==> config.mk <==
export PLATFORM = sky130hd
export DESIGN_NAME = quadrature_decoder
export DESIGN_NICKNAME = d
export VERILOG_FILES = /design/src/rtl/quad_pkg.sv /design/src/rtl/phase_filter.sv /design/src/rtl/quadrature_decoder.sv
export SDC_FILE = /design/constraint.sdc
export NUM_CORES = 1
export LEC_CHECK = 0
export ABC_AREA = 1
export CAP_MARGIN = 20
export CORE_ASPECT_RATIO = 1.4
export CORE_UTILIZATION = 45
export CTS_BUF_LIST = sky130_fd_sc_hd__clkbuf_2
export CTS_CLUSTER_SIZE = 10
export DETAILED_ROUTE_END_ITERATION = 16
export PLACE_DENSITY = 0.66
export RECOVER_POWER = 50
export SLEW_MARGIN = 0
export SYNTH_ARGS = -nofsm -noshare
export SYNTH_HDL_FRONTEND = slang
export SYNTH_SLANG_ARGS = --single-unit
==> constraint.sdc <==
create_clock -name clk -period 2.29 [get_ports clk]
set_input_delay 0.687 -clock clk [delete_from_list [all_inputs] [get_ports clk]]
set_output_delay 0.687 -clock clk [all_outputs]
set_load 0.05 [all_outputs]
==> src/rtl/quad_pkg.sv <==
// quad_pkg: quadrature state/move types and the Gray-sequence move decoder
package quad_pkg;
  typedef enum logic [1:0] {Q00 = 2'b00, Q01 = 2'b01, Q11 = 2'b11, Q10 = 2'b10} quad_state_t;
  typedef enum logic [1:0] {MV_NONE, MV_UP, MV_DOWN, MV_ILLEGAL} quad_move_t;
  function automatic quad_move_t decode_move(quad_state_t prev, quad_state_t curr);
    logic [1:0] fwd;
    fwd = {prev[0], ~prev[1]};
    return prev == curr ? MV_NONE : (prev ^ curr) == 2'b11 ? MV_ILLEGAL : curr == fwd ? MV_UP : MV_DOWN;
  endfunction
endpackage

==> src/rtl/phase_filter.sv <==
// phase_filter: synchronizer plus FILT-cycle debounce for one quadrature phase
module phase_filter #(
  parameter int SYNC_STAGES = 2,
  parameter int FILT = 2
) (
  input  logic clk,
  input  logic reset,
  input  logic in,
  output logic out,
  output logic stable
);
  localparam int CW = $clog2(FILT + 1);
  logic [SYNC_STAGES-1:0] sync, fill;
  logic [CW-1:0] dcnt, scnt;
  logic s, v;
  assign s = sync[SYNC_STAGES-1];
  // fill marks when the last stage holds a real sample rather than its reset value
  assign v = fill[SYNC_STAGES-1];
  assign stable = scnt == CW'(FILT);
  always_ff @(posedge clk or posedge reset)
    if (reset) begin
      sync <= '0;
      fill <= '0;
      dcnt <= '0;
      scnt <= '0;
      out  <= 1'b0;
    end else begin
      sync <= {sync[SYNC_STAGES-2:0], in};
      fill <= {fill[SYNC_STAGES-2:0], 1'b1};
      dcnt <= (v && s != out && dcnt != CW'(FILT - 1)) ? dcnt + 1'b1 : '0;
      if (v && s != out && dcnt == CW'(FILT - 1)) out <= s;
      scnt <= (v && s == out) ? (stable ? scnt : scnt + 1'b1) : '0;
    end
endmodule

==> src/rtl/quadrature_decoder.sv <==
// quadrature_decoder: filtered A/B quadrature to step/direction pulses and a loadable position
module quadrature_decoder import quad_pkg::*; #(
  parameter int NBITS = 4,
  parameter int SYNC_STAGES = 2,
  parameter int FILT = 2
) (
  input  logic             clk,
  input  logic             reset,
  input  logic             a,
  input  logic             b,
  input  logic             load,
  input  logic [NBITS-1:0] d,
  input  logic             err_clr,
  output logic             step,
  output logic             up_down,
  output logic [NBITS-1:0] pos,
  output logic [NBITS-1:0] posn,
  output logic             err
);
  logic a_lvl, b_lvl, a_st, b_st, primed, mv_step;
  quad_state_t prev, curr;
  quad_move_t mv;
  phase_filter #(.SYNC_STAGES(SYNC_STAGES), .FILT(FILT)) u_a (
    .clk(clk), .reset(reset), .in(a), .out(a_lvl), .stable(a_st)
  );
  phase_filter #(.SYNC_STAGES(SYNC_STAGES), .FILT(FILT)) u_b (
    .clk(clk), .reset(reset), .in(b), .out(b_lvl), .stable(b_st)
  );
  assign curr = quad_state_t'({a_lvl, b_lvl});
  assign mv = primed ? decode_move(prev, curr) : MV_NONE;
  assign mv_step = mv == MV_UP || mv == MV_DOWN;
  assign posn = ~pos;
  always_ff @(posedge clk or posedge reset)
    if (reset) begin
      step    <= 1'b0;
      up_down <= 1'b1;
      pos     <= '0;
      err     <= 1'b0;
      primed  <= 1'b0;
      prev    <= Q00;
    end else begin
      step <= mv_step;
      if (mv_step) up_down <= mv == MV_UP;
      pos  <= load ? d : mv == MV_UP ? pos + 1'b1 : mv == MV_DOWN ? pos - 1'b1 : pos;
      err  <= mv == MV_ILLEGAL || (err && !err_clr);
      if (a_st && b_st) primed <= 1'b1;
      if (primed || (a_st && b_st)) prev <= curr;
    end
endmodule

# [Word-level counts from Yosys, hierarchy flattened]
# Index checks and enable logic that the tools add are counted.
[totals] output_inout_bits=11 input_bits=10 regBits=28
[op_classes] addsub=6 n_eq_ne=18 bitwise=3 muxes=13 reduce_logical=15
[op_table] op="2-bit two-way mux" count=10
[op_table] op="4-bit two-way mux" count=3
[op_table] op="2-bit == test (second input constant)" count=5
[op_table] op="1-bit logical AND" count=10
[op_table] op="2-bit by 1-bit adder with 2-bit output (second input constant)" count=4
[op_table] op="2-bit by 1-bit == test with 1-bit output (second input constant)" count=3
[op_table] op="4-bit by 1-bit adder with 4-bit output (second input constant)" count=1
[op_table] op="2-bit == test" count=2
[op_table] op="2-bit by 1-bit != test with 1-bit output (second input constant)" count=2
[op_table] op="2-bit != test (second input constant)" count=2
[op_table] op="4-bit inverter" count=1
[op_table] op="4-bit by 1-bit subtractor with 4-bit output (second input constant)" count=1
[op_table] op="1-bit logical OR" count=3
[op_table] op="3-bit nonzero test" count=1
[op_table] op="1-bit == test" count=2
[op_table] op="1-bit != test" count=2
[op_table] op="2-bit bitwise XOR" count=1
[op_table] op="1-bit zero test" count=1
[op_table] op="1-bit inverter" count=1

# [Logic depth before layout (Yosys ltp)]
# Gate-level depths: netlist of run 1.
[depth] ltp_word=10 ltp_mapped=16

# [Cells and area by module]
# From an unflattened synthesis of run 1, not the netlist that was laid out.
[hier_totals] hier_cells=152 area_unflattened_um2=1358.8
[modules_own_cells] module="phase_filter" n_inst=2 area_per_inst_um2=355.3 cells_each=35
[modules_own_cells] module="quadrature_decoder" n_inst=1 area_per_inst_um2=648.1 cells_each=82

# [Worst setup path after synthesis of run 1]
# OpenSTA, ideal clock, no wires.
[synth_timing] path_kind="flip-flop to flip-flop" from="reg u_a.out" to="reg pos[3]" setup_ns=0.117 required_time_ns=2.173 synth_period_minus_slack_ns=2.026 t_arrival_ns=1.908 path_slack_ns=0.264 stages_incl_launch_ff=16 n_path_buf=0 path_cell_list="dfrtp_1 -> inv_1 -> nand2_1 -> nand2_1 -> nand3_2 -> nand2_1 -> nand2_1 -> inv_1 -> ha_1 -> inv_1 -> ha_1 -> or2_2 -> nand2_1 -> nand2_1 -> nand3_1 -> nand2_1"
[synth_via] elab_chain_cells=8 word_cells_on_any_way=13 classes_between="eq/ne (5); mux (6); bitwise (1); reduce/logical (1)"
[synth_rtl] element="start: declaration" line="phase_filter.sv:9" rtl="output logic out,"
[synth_rtl] element="start signal: assignment" line="phase_filter.sv:31" rtl="if (v && s != out && dcnt == CW'(FILT - 1)) out <= s;"
[synth_rtl] element="2-bit == test or 2-bit bitwise XOR (tied branches)" line="quad_pkg.sv:8" rtl="return prev == curr ? MV_NONE : (prev ^ curr) == 2'b11 ? MV_ILLEGAL : curr == fwd ? MV_UP : MV_DOWN;"
[synth_rtl] element="2-bit two-way mux or 2-bit == test (tied branches)" line="quad_pkg.sv:8"
[synth_rtl] element="2-bit two-way mux" line="quad_pkg.sv:8"
[synth_rtl] element="2-bit two-way mux *" line="quad_pkg.sv:8"
[synth_rtl] element="2-bit two-way mux *" line="quadrature_decoder.sv:30" rtl="assign mv = primed ? decode_move(prev, curr) : MV_NONE;"
[synth_rtl] element="2-bit by 1-bit == test with 1-bit output" line="quadrature_decoder.sv:44" rtl="pos <= load ? d : mv == MV_UP ? pos + 1'b1 : mv == MV_DOWN ? pos - 1'b1 : pos;"
[synth_rtl] element="4-bit two-way mux (2 in series)" line="quadrature_decoder.sv:44"
[synth_rtl] element="end signal: assignment" line="quadrature_decoder.sv:44"
[synth_rtl] element="end: declaration" line="quadrature_decoder.sv:16" rtl="output logic [NBITS-1:0] pos,"
# Every way passes the cells marked *; elsewhere a longest branch is shown, timed or not.
# A chain may end at the register's enable or synchronous reset.

# [Final worst setup path of run 1]
[layout_timing] from="reg step" to="out step"
[layout_lines] element="start: declaration" line="quadrature_decoder.sv:14" rtl="output logic step,"
[layout_lines] element="start signal: assignment" line="quadrature_decoder.sv:42" rtl="step <= mv_step;"
# No word-level cell between the ends.

==> results of run 1 <==
-- sequential cells by signal (all words and copies together), names as in the netlist, 2 cells and up --
signal,count
u_b.sync,2
u_a.dcnt,2
u_b.scnt,2
u_a.scnt,2
u_b.dcnt,2
prev,2
u_a.sync,2
pos,4
-- layout by cell type, fill, tap and decap left out, types with 2 or more instances in the layout --
master and instances:
dfrtp_1 24, nand2_1 41, clkbuf_2 3, clkdlybuf4s50_1 7
xor2_1 3, dlygate4sd3_1 3, o211ai_1 2, buf_4 9
a21oi_1 5, nor2_1 16, ha_1 7, inv_1 24
nand3_1 2, nand3_2 2, dlygate4sd2_1 2, o21ai_0 4
a31o_2 2, xnor2_1 2
-- area by class of cell --
type,instances,area (um^2)
clock inverters,1,30.0
inverters,25,93.8
multi-input cells,94,543
clock buffers,3,15.0
repair buffers,23,201
well taps,36,45.0
fillers,250,1060
flip-flops and latches,26,653
-- synthesized netlist by cell type --
cell type | n | share of area [%]
or2_2 | 1 | 0.49
o211ai_1 | 2 | 1.2
nand3_1 | 2 | 0.79
xor2_1 | 3 | 2.1
a21oi_1 | 5 | 2.0
xnor2_1 | 2 | 1.4
nor2_1 | 16 | 4.7
nand2_1 | 41 | 12
dfstp_2 | 1 | 2.1
o21ai_0 | 4 | 1.6
nand4_1 | 1 | 0.49
ha_1 | 9 | 8.8
inv_1 | 25 | 7.4
a31oi_1 | 1 | 0.49
o21bai_1 | 1 | 0.59
a31o_2 | 2 | 1.4
dfrtp_1 | 25 | 49
conb_1 | 1 | 0.29
nand3_2 | 2 | 1.6
fa_1 | 1 | 1.6
-- path summary, 6_finish.rpt --
path	startpoint	end	slack, ns	depth (start not counted)
setup / recovery	step$_DFF_PP0_	step	0.06	1
hold / removal	u_b.sync[0]$_DFF_PP0_	u_b.sync[1]$_DFF_PP0_	0.38	0
setup reg to reg	u_a.out$_DFFE_PP0P_	pos[3]$_DFFE_PP0P_	0.23	15
hold reg to reg	u_b.sync[0]$_DFF_PP0_	u_b.sync[1]$_DFF_PP0_	0.38	0
max in group asynchronous	reset	u_a.out$_DFFE_PP0P_	0.40	3
min in group asynchronous	reset	pos[1]$_DFFE_PP0P_	0.64	2
-- routing by layer --
metal	vias up	part of all wire, %
li1	497	-
met1	461	44
met2	17	52
met3	4	2.6
met4	0	1.5
met5	-	0
-- metrics by stage --
step	setup slack [ns]	area [um^2]	hold WS [ns]
global placement	0.152	1510	0.332
global route	0.00834	1580	0.394
CTS	0.00511	1550	0.387
finish	0.0608	1580	0.383
floorplan	0.264	1270	0.331
detailed placement	0.0720	1510	0.335
-- power groups by stage --
stage               clock network, mW  registers (mW)  logic [mW]
global route                    0.313           0.688       0.986
floorplan                           0           0.775       0.523
finish                          0.293           0.672       0.875
global placement                    0           0.675       0.818
CTS                             0.303           0.673       0.840
detailed placement                  0           0.682       0.839
-- cells by family after synthesis --
family                     share of synthesized area [%]
and+or+nand+nor                                     20.1
DFF                                                 51.2
buffers and inverters                               7.37
AOI/OAI and AO/OA                                   7.17
adders and majority gates                           10.4
xor gates and xnor gates                            3.44
other                                              0.294
-- what timing repair did --
action / 4_1_cts / 5_1_grt
hold endpoints to repair: 0 / 0
endpoints found under the setup margin: 2 / 3
buffers inserted: 0 / 2
resized for setup: 2 / 5
==> flow_summary.json, run 1 <==
{
  "cts_htree_levels": 1,
  "seqPwrFrac_pct": 36.5,
  "grt_pass1_vias": 960,
  "fin_cells": 208,
  "powerDensity_nw_per_um2": 1160,
  "clkTransAtPathRegs_ns": 0.25,
  "cts_tree": "done",
  "swShare_pct": 42.8,
  "drive_above_1_share_pct": 13.4,
  "drt-wirelength-per-cell_um": 10.8,
  "die_h_um": 65.0,
  "die-area_um2": 3050,
  "post-route-period-util_pct": 97.3,
  "hpwl_um": 1710,
  "hold_path_class": "register to register",
  "p_sw_mw": 0.787,
  "synth_area_um2": 1270,
  "grt_usage_pct": 17.6,
  "start_kind": "register",
  "diodes": 0,
  "yosysUniqueCellTypes": 20,
  "postRouteWirelength_um": 2260,
  "setup_viol": 0,
  "tns_ns": 0,
  "syn2layout_area_growth_pct": 24.2,
  "rsz0062_at_grt": "no",
  "finalHoldViolations": 0,
  "critical-path-top-delay-family": "buffers and inverters",
  "cap_violations": 0,
  "via_per_inst": 4.71,
  "relSlewSlack_pct": 33.9,
  "drt_pre_antenna_iters": 4,
  "syn-num-nets": 165,
  "initial_core_util_pct": 48.2,
  "place.port_buffers": 20,
  "crit_chain": "clkdlybuf4s50_1",
  "slew_viol_final": 0,
  "core_um2": 2640,
  "drc": 0,
  "initialDrtViolationCount": 14,
  "antenna_found_initial": 0,
  "numPlacedInstances": 202,
  "worst_pin_slew_ns": 0.992,
  "p_total_mw": 1.84,
  "met3_usage_pct": 1.67,
  "rows": 22,
  "outcome": "finished, final reports clean",
  "clock_power_share_pct": 15.9,
  "ys_ff_latch": 26,
  "fp.dieW_um": 47.0,
  "io_pins": 21,
  "numCtsBuffers": 3,
  "slowest_stage": "clkdlybuf4s50_1",
  "grt_pass1_wl_um": 3900,
  "final_nets": 193,
  "p_comb_share_pct": 47.6,
  "antenna_left": 0,
  "grtUsageMet2_pct": 30.9,
  "clk_latency_ns": 0.36,
  "crit_path_max_fanout": 1,
  "gp_congestion": 0.775,
  "final_core_util_pct": 59.8,
  "cp-end-kind": "primary output",
  "grt_busiest_layer": "met2",
  "clock_sinks": 26,
  "cts_hold_buf": 0,
  "crit_required_ns": 1.60,
  "clock_skew_ns": 0.00991,
  "critPathBufInv": 1,
  "path_class": "register to primary output",
  "root_buffer": "clkbuf_2",
  "irDropWorstVdd_v": 0.000656,
  "syn_inst": 145,
  "min_period_ns": 2.23,
  "grt_overflow": 0,
  "p_int_mw": 1.05,
  "power.leakage_nw": 0.839,
  "clk_path_buf_depth": 2,
  "grt_max_degree": 20,
  "vias": 979,
  "synth.avg_cell_area_um2": 8.78,
  "grt_util_met1_pct": 21.2,
  "yosysWarnings": 0,
  "fmax_mhz": 449,
  "synth_seq_area_share_pct": 51.2,
  "arrival_ns": 1.54,
  "slowest_delay_ns": 0.79
}
No activity file was read; power rests on OpenSTA's default activity.
==> run 2, diff against run 1 <==
Settings changed: MAX_ROUTING_LAYER set to met4, SKIP_LAST_GASP set to 1.
==> run 2 against run 1 <==
Effect of this change:
- worst hold slack unchanged
- non-clock buffer count unchanged
- via count increased by 0.10%
- combinational power barely moved
- routed wire length about the same
- clock power barely moved
- final cell count unchanged
- sequential power barely moved
- setup slack about the same
- die area unchanged
- utilization shrank 0.095 points
- critical endpoint unchanged
- highest routed layer unchanged
==> flow_summary.json, run 2 (same netlist as run 1, synthesis figures left out) <==
{
  "swShare_pct": 42.8,
  "clock_sinks": 26,
  "post-route-period-util_pct": 97.3,
  "p_comb_share_pct": 47.5,
  "hold_path_class": "register to register",
  "drc": 0,
  "p_int_mw": 1.05,
  "cp-end-kind": "primary output",
  "io_pins": 21,
  "rows": 22,
  "outcome": "finished, final reports clean",
  "cap_violations": 0,
  "grt_pass1_wl_um": 3910,
  "hpwl_um": 1710,
  "cts_htree_levels": 1,
  "antenna_left": 0,
  "regMostFlops": "pos",
  "powerDensity_nw_per_um2": 1160,
  "worst_pin_slew_ns": 0.992,
  "path_class": "register to primary output",
  "fp.dieW_um": 47.0,
  "critPathBufInv": 1,
  "final_core_util_pct": 59.8,
  "final_cell_area_um2": 1580,
  "fmax_mhz": 449,
  "vias": 980,
  "crit_path_max_fanout": 1,
  "irDropWorstVdd_v": 0.000656,
  "antenna_found_initial": 0,
  "min_period_ns": 2.23,
  "clk_latency_ns": 0.36,
  "crit_chain": "clkdlybuf4s50_1",
  "slew_viol_final": 0,
  "gp_congestion": 0.785,
  "place.port_buffers": 20,
  "layout_common_cells": "nand2_1 (41), inv_1 (24), dfrtp_1 (24)",
  "clock_skew_ns": 0.00979,
  "register_area_um2": 653,
  "drt_pre_antenna_iters": 4,
  "p_sw_mw": 0.787,
  "drive_above_1_share_pct": 12.8,
  "diodes": 0,
  "layout_commonest_cell": "nand2_1",
  "hold_depth": 0,
  "initialDrtViolationCount": 16,
  "grt_max_degree": 20,
  "root_buffer": "clkbuf_2",
  "core_um2": 2640,
  "placed_area_um2": 1510,
  "clock_power_share_pct": 15.9,
  "grt_overflow": 0,
  "die-area_um2": 3050,
  "postRouteWirelength_um": 2250,
  "arrival_ns": 1.54,
  "initial_core_util_pct": 48.2,
  "slowest_stage": "clkdlybuf4s50_1",
  "slowest_delay_ns": 0.79,
  "clkTransAtPathRegs_ns": 0.25,
  "rsz0062_at_grt": "yes",
  "fin_cells": 208,
  "start_kind": "register",
  "cts_tree": "done",
  "cp.depth": 1,
  "reg2regPathDepth": 15,
  "largest_reg_flops": 4,
  "power.leakage_nw": 0.841,
  "relSlewSlack_pct": 33.9,
  "seqPwrFrac_pct": 36.5,
  "final_nets": 193,
  "grt_usage_pct": 18.1,
  "numPlacedInstances": 202,
  "drt-wirelength-per-cell_um": 10.8,
  "multi_input_area_um2": 541,
  "syn2layout_area_growth_pct": 24.0,
  "crit_required_ns": 1.60,
  "fillers": 251,
  "die_h_um": 65.0,
  "numCtsBuffers": 3,
  "setup_viol": 0,
  "via_per_inst": 4.71,
  "clk_path_buf_depth": 2,
  "grt_pass1_vias": 956,
  "critical-path-top-delay-family": "buffers and inverters",
  "finalHoldViolations": 0
}
[run 2: final timing paths]
path / startpoint / end / slack, ns
max: step$_DFF_PP0_ / step / 0.06
min: u_b.sync[0]$_DFF_PP0_ / u_b.sync[1]$_DFF_PP0_ / 0.38
max reg2reg: u_a.out$_DFFE_PP0P_ / pos[3]$_DFFE_PP0P_ / 0.21
min reg2reg: u_b.sync[0]$_DFF_PP0_ / u_b.sync[1]$_DFF_PP0_ / 0.38
max in group asynchronous: reset / u_a.out$_DFFE_PP0P_ / 0.40
min in group asynchronous: reset / pos[1]$_DFFE_PP0P_ / 0.64
[run 2: final cells by class]
cell class | count | area share (%)
Clock buffer | 3 | 0.951
Inverter | 25 | 5.94
Clock inverter | 1 | 1.90
Sequential cell | 26 | 41.4
Tap cell | 36 | 2.85
Timing Repair Buffer | 23 | 12.8
Multi-Input combinational cell | 94 | 34.2
[run 2: what timing repair did]
action,CTS,global route
gates cloned,0,0
setup endpoints to repair,2,3
hold buffers,0,0
setup buffers,0,2
resized for setup,2,4
[run 2: through the flow]
stage               setup TNS, ns  total power [mW]  hold slack [ns]  worst slack (ns)
finish                          0              1.84            0.383            0.0610
global route              -0.0281              1.99            0.394           -0.0261
CTS                             0              1.82            0.387           0.00511
detailed placement              0              1.52            0.335            0.0720
global placement                0              1.49            0.332             0.152
floorplan                       0              1.30            0.331             0.264
[run 2: power groups by stage]
stage               registers [mW]  clock network (mW)  logic [mW]
global placement             0.675                   0       0.818
CTS                          0.673               0.303       0.840
detailed placement           0.682                   0       0.839
floorplan                    0.775                   0       0.523
global route                 0.688               0.313       0.985
finish                       0.672               0.293       0.874
[run 2: layer usage]
metal | share of wire, % | GRT usage (%)
met1 | 44 | 21.2
met2 | 52 | 30.9
met3 | 2.6 | 1.67
met4 | 1.5 | 6.43
met5 | 0 | -
[run 2: worst register-to-register path, stage by stage (launching register included)]
cell and delay, ns:
dfrtp_2 0.49, inv_1 0.10, nand2_1 0.05, nand2_1 0.07, nand3_2 0.08, nand2_1 0.06
nand2_1 0.07, inv_1 0.08, ha_1 0.20, inv_2 0.09, ha_4 0.23, or2_2 0.26
nand2_1 0.06, nand2_1 0.04, nand3_1 0.07, nand2_1 0.05
